<file path="config.mk">
export PLATFORM = sky130hd
export DESIGN_NAME = serial_pattern_gen
export DESIGN_NICKNAME = d
export VERILOG_FILES = /design/src/rtl/serial_pattern_gen.sv
export SDC_FILE = /design/constraint.sdc
export NUM_CORES = 1
export LEC_CHECK = 0
export CORE_MARGIN = 1
export CORE_UTILIZATION = 50
export DETAILED_ROUTE_END_ITERATION = 10
export GPL_TIMING_DRIVEN = 0
export PLACE_DENSITY = 0.86
export RECOVER_POWER = 50
export SLEW_MARGIN = 20
export SYNTH_ARGS = -nofsm -noshare
export SYNTH_HDL_FRONTEND = slang
export SYNTH_SLANG_ARGS = --single-unit
</file>
<file path="constraint.sdc">
create_clock -name clk -period 2.29 [get_ports clk]
set_input_delay 0.458 -clock clk [delete_from_list [all_inputs] [get_ports clk]]
set_output_delay 0.458 -clock clk [all_outputs]
set_load 0.005 [all_outputs]
</file>
<file path="src/rtl/serial_pattern_gen.sv">
// MSB-first word serializer with a logic-1 idle gap after each word.
// Counts the 0->1 transitions it emits on a, for cross-checking a "01" detector.
module serial_pattern_gen #(
    parameter int WIDTH     = 8,
    parameter int IDLE_BITS = 2,
    parameter int COUNT_W   = 8
) (
    input  logic               clk,
    input  logic               reset,
    input  logic               en,
    input  logic               load_valid,
    output logic               load_ready,
    input  logic [WIDTH-1:0]   load_data,
    input  logic               cnt_clr,
    output logic               a,
    output logic               frame,
    output logic               busy,
    output logic               done,
    output logic [COUNT_W-1:0] edge_cnt
);

    localparam int BW = (WIDTH > 1) ? $clog2(WIDTH) : 1;
    localparam int GW = (IDLE_BITS > 1) ? $clog2(IDLE_BITS) : 1;

    typedef enum logic [1:0] {
        IDLE  = 2'd0,
        SHIFT = 2'd1,
        GAP   = 2'd2
    } state_t;

    state_t           state_reg;
    logic [WIDTH-1:0] shreg_reg;
    logic [BW-1:0]    bit_cnt_reg;
    logic [GW-1:0]    gap_cnt_reg;

    logic a_next;
    logic rise;

    assign load_ready = (state_reg == IDLE);
    assign frame      = (state_reg == SHIFT);
    assign busy       = (state_reg != IDLE);

    // Value a takes on this strobe, and whether that is a rising transition.
    always_comb begin
        a_next = a;
        if (en) begin
            if (state_reg == SHIFT) begin
                a_next = shreg_reg[WIDTH-1];
            end else if (state_reg == GAP) begin
                a_next = 1'b1;
            end
        end
        rise = ~a & a_next;
    end

    always_ff @(posedge clk or posedge reset) begin
        if (reset) begin
            state_reg   <= IDLE;
            shreg_reg   <= '0;
            bit_cnt_reg <= '0;
            gap_cnt_reg <= '0;
            a           <= 1'b1;
            done        <= 1'b0;
            edge_cnt    <= '0;
        end else begin
            done <= 1'b0;
            a    <= a_next;

            case (state_reg)
                IDLE: begin
                    if (load_valid) begin
                        shreg_reg   <= load_data;
                        bit_cnt_reg <= BW'(WIDTH - 1);
                        state_reg   <= SHIFT;
                    end
                end
                SHIFT: begin
                    if (en) begin
                        shreg_reg <= {shreg_reg[WIDTH-2:0], 1'b0};
                        if (bit_cnt_reg == '0) begin
                            gap_cnt_reg <= GW'(IDLE_BITS - 1);
                            state_reg   <= GAP;
                        end else begin
                            bit_cnt_reg <= bit_cnt_reg - BW'(1);
                        end
                    end
                end
                GAP: begin
                    if (en) begin
                        if (gap_cnt_reg == '0) begin
                            state_reg <= IDLE;
                            done      <= 1'b1;
                        end else begin
                            gap_cnt_reg <= gap_cnt_reg - GW'(1);
                        end
                    end
                end
                default: state_reg <= IDLE;
            endcase

            // Clear has priority over a coincident edge.
            if (cnt_clr) begin
                edge_cnt <= '0;
            end else if (rise) begin
                edge_cnt <= edge_cnt + COUNT_W'(1);
            end
        end
    end

endmodule
</file>
* Word level (Yosys, flattened, before mapping)
Index checks and enable logic that the tools add are counted.
** Word-level totals
- Register bits after elaboration :: 24
- Latch bits :: 0
- Bits in writable memories :: 0
- Memory bits (read-only) :: 0
- Memories kept :: 0
** Cells by class
- $add $sub $neg :: 3
- Multipliers :: 0
- Divide/modulo/power cells :: 0
- Order comparisons :: 0
- Equal/unequal tests :: 8
- Shifts and indexed selects :: 0
- Muxes and demuxes :: 26
- Bitwise gates (word level) :: 2
- Reductions and logical operators :: 10
** Operators with widths (number)
- 8-bit two-way mux :: 4
- 8-bit case mux with 2 select lines :: 1
- 1-bit two-way mux :: 10
- 2-bit two-way mux :: 5
- 2-bit != test, second input constant :: 5
- 3-bit two-way mux :: 3
- 8-bit by 1-bit adder with 8-bit output, second input constant :: 1
- 4-bit AND reduction :: 2
- 2-bit nonzero test :: 4
- 2-bit case mux with 3 select lines :: 1
- 3-bit case mux with 2 select lines :: 1
- 5-bit AND reduction :: 1
- 3-bit logical NOT :: 1
- 3-bit AND reduction :: 1
- 3-bit by 1-bit subtractor with 3-bit output, second input constant :: 1
- 2-bit by 1-bit == test with 1-bit output, second input constant :: 1
- 2-bit == test, second input constant :: 1
- 2-bit logical NOT :: 1
- 2-bit by 1-bit != test with 1-bit output, second input constant :: 1
- 1-bit case mux with 2 select lines :: 1
- 1-bit bitwise AND :: 1
- 1-bit inverter :: 1
- 1-bit subtractor, second input constant :: 1

* Logic depth before layout (Yosys ltp)
- Depth in word-level cells :: 7
- Depth in mapped cells :: 6
- Depth with buffers taken out :: 6

* Worst setup path after synthesis
No wires, ideal clock.
- Path kind :: register to register
- Start :: reg bit_cnt_reg[0]
- End :: reg bit_cnt_reg[0]
- Setup time :: 125 ps
- Data arrival time :: 1476 ps
- Data required time :: 2165 ps
- Slack :: 690 ps
- Stages on the path, launching flop included :: 7
- Clock period less this slack :: 1600 ps
- Cell sequence :: dfrtp_1 > inv_1 > ha_1 > nor2b_1 > o21ai_0 > and2_1 > mux2_2
** Between the ends
- Longest elaborated chain between the ends :: 4
** Ends and longest elaborated chain
- start: declaration :: RTL line 33 : logic [BW-1:0] bit_cnt_reg;
- start signal: assignment :: RTL line 73 : bit_cnt_reg <= BW'(WIDTH - 1);
- start signal: assignment :: RTL line 84 : bit_cnt_reg <= bit_cnt_reg - BW'(1);
- 3-bit by 1-bit subtractor with 3-bit output :: RTL line 84
- 3-bit two-way mux :: RTL line 80 : if (bit_cnt_reg == '0) begin
- 3-bit two-way mux :: RTL line 78 : if (en) begin
- 3-bit case mux with 2 select lines :: RTL line 69 : case (state_reg)
Parallel ways exist; a longest one is shown, timed or not. The select of a mux whose other input is x is not followed.
A chain may end at the register's enable or synchronous reset.

* Worst setup path after layout
- Start :: reg state_reg[0]
- End :: out frame
** Between the ends
- Longest elaborated chain between the ends :: 1
** Ends and longest elaborated chain
- start: declaration :: RTL line 31 : state_t state_reg;
- start signal: assignment :: RTL line 58 : state_reg <= IDLE;
- start signal: assignment :: RTL line 74 : state_reg <= SHIFT;
- start signal: assignment :: RTL line 82 : state_reg <= GAP;
- 2-bit by 1-bit == test with 1-bit output :: RTL line 40 : assign frame = (state_reg == SHIFT);
- end: declaration :: RTL line 16 : output logic frame,
Every way passes these cells.

==> results.ini <==
[run_status]
status = finished, final reports clean

[floorplanning]
ioPinCount = 26
die_h_um = 52.2
fp.dieArea_mm2 = 0.00272
core_mm2 = 0.00230
rows = 17
start_util_pct = 54.8
die_w_um = 52.2

[clocking]
cts_buffers = 3
clock-sinks = 24
cts_htree_levels = 1
cts_tree = yes
ctsRootBufferMaster = clkbuf_4
clkLatencyLatePin_ps = 310
clockBufferDepth = 2
cts_hold_buf = 0
path_clk_slew_ps = 120

[place]
post-dp-hpwl_um = 1750
place_area_mm2 = 0.00154
dpl.cell_count = 174
dp_slack_ps = 87.7
io_buffer_count = 24
gp_congestion = 0.828

[setup_path]
cp.required_ps = 1830
crit_fanout = 10
cp.arrival_ps = 1720
start_kind = flip-flop
crit_type = flip-flop to primary output
crit_path_end_kind = primary output

[timing]
relSlewSlack_pct = 40.7
tns_ps = 0
clock_skew_ps = 3.39
drv_slew = 0
setup_violations = 0
fmaxAchievable_mhz = 459
fin_crit_sh_pct = 95.2
fin_crit_ps = 2180
tightest_slew_ps = 889
worst_slack_ps = 109
rsz0062_at_grt = false
hold_viol = 0

[yosys]
syn_nets = 138
synth_area_mm2 = 0.00126
ys_ff_latch = 24
synth_edf_count = 0
syn_avg_cell_area_um2 = 10.3
yosysTopAreaCellShare_pct = 45.7
synth.largest_area_cell = dfrtp_1
synth_warnings = 0
synthTopCellsByArea = dfrtp_1 46%, mux2i_1 6.4%, xnor2_1 4.9%
synth_flop_cell = dfrtp_1
yosysSeqAreaShare_pct = 47.8
synthArstFlopShare_pct = 100
postSynthCellCount = 122
yosysUniqueCellTypes = 31

[run]
drv_cap = 0

[routing]
routedWlPerCell_um = 13.3
dr.first_iter.drc_count = 19
wl_um = 2360
drc = 0
vias_per_cell = 5.55
ant_nets = 0
via_count = 988
drt_first_pass_iters = 4

[global_route]
grt_start_max_net_pins = 25
grt_use_total_pct = 20.3
grt_pass1_vias = 964
antenna_found_initial = 0
grt_pass1_wl_um = 4080
grt-ovfl-total = 0

[final_layout]
multi_input_area_um2 = 577
final_area_mm2 = 0.00155
instances_no_fill = 178
diodes = 0
fill_cells = 179
final_nets = 167
regArea_um2 = 602
area_growth_pct = 22.9
drive_gt1_share_pct = 7.33

[power_and_ir_drop]
powerDensity_mw_per_mm2 = 827
p_leak_nw = 0.661
p_total_mw = 1.28
ir_worst_vdd_uv = 504

[hold_path]
hold_class = primary input to flip-flop

[cells in the mapped netlist, types with 2 or more instances]
library cell / number
inv_1: 7
xnor2_1: 7
nand3_1: 3
buf_2: 2
nor2b_1: 3
nand2b_1: 3
mux2i_1: 8
ha_1: 3
dfrtp_1: 23
a31oi_1: 3
and2_1: 2
a21oi_1: 4
o22ai_1: 2
a2111oi_4: 2
a211oi_1: 4
o21ai_0: 10
nand2_1: 12
nor2_1: 10
a21o_1: 2
[placed cells by master, fill, tap and decap left out, types with 2 or more instances in the layout]
cell and n:
a21o_1 2, nand2_1 12, a21oi_1 4, dlygate4sd3_1 2, dfrtp_1 23, inv_1 7, a211oi_1 4, xnor2_1 7
mux2i_1 8, nor2_1 10, o21ai_0 10, clkdlybuf4s50_1 22, nand3_1 3, clkbuf_1 2, a31oi_1 3, nand2b_1 3
buf_6 2, o22ai_1 2, ha_1 3, nor2b_1 3, clkbuf_4 3, and2_1 2
[through the flow]
step,utilization (%),hold WS [ps]
after floorplan,-,450
after global placement,66.8,467
after detailed placement,66.8,475
after CTS,68.0,485
after global routing,67.4,500
final,67.4,486
[kinds of logic (layout without fill, tap and decap cells)]
group | after synthesis | count (layout) | share of synthesized area [%]
and+or+nand+nor | 37 | 37 | 14.8
xor gates and xnor gates | 7 | 7 | 4.87
adders and majority gates | 3 | 3 | 2.98
DFF | 24 | 24 | 47.8
AOI/OAI and AO/OA | 29 | 29 | 17.4
muxes | 9 | 9 | 7.25
buffers and inverters | 13 | 41 | 4.97
[report_power, final]
part / total (mW) / switching [mW] / internal, mW
sequential: 0.611 / 0.0779 / 0.533
combinational: 0.484 / 0.236 / 0.248
clock: 0.187 / 0.119 / 0.0679
total: 1.28 / 0.433 / 0.848
[layer usage]
layer  routed length (um)  GRT usage (%)  up-vias
met5                    0              0        -
met4                   19           7.89        0
met3                  111           2.90        4
met2                 1160           34.6       35
met1                 1070           26.0      470
li1                     -              -      479
[worst max-delay path, cell delays in order, from the launching register on]
cell	delay [ps]
dfrtp_1	410
buf_6	160
nor2b_1	170
buf_6	170
clkdlybuf4s50_1	510
[final timing paths]
path                                start             end  slack (ps)  depth (start not counted)
setup / recovery             state_reg[0]           frame         110                          4
hold / removal                    cnt_clr     edge_cnt[7]         490                          2
setup reg to reg           bit_cnt_reg[0]  bit_cnt_reg[0]         470                          6
hold reg to reg               gap_cnt_reg            done         510                          1
max in group asynchronous           reset    state_reg[1]         980                          2
min in group asynchronous           reset    shreg_reg[3]         760                          2
[timing repair]
action	in CTS	in global routing
setup buffers	0	0
gates resized for setup	0	3
setup endpoints to repair	0	1
[final cells by class]
class	count	share of cell area, %
inverters	7	1.70
plain buffers	6	2.75
repair buffers	24	15.5
clock buffers	4	1.70
flip-flops and latches	24	38.9
well taps	28	2.26
multi-input cells	85	37.2
(Power assumes the default switching activity.)
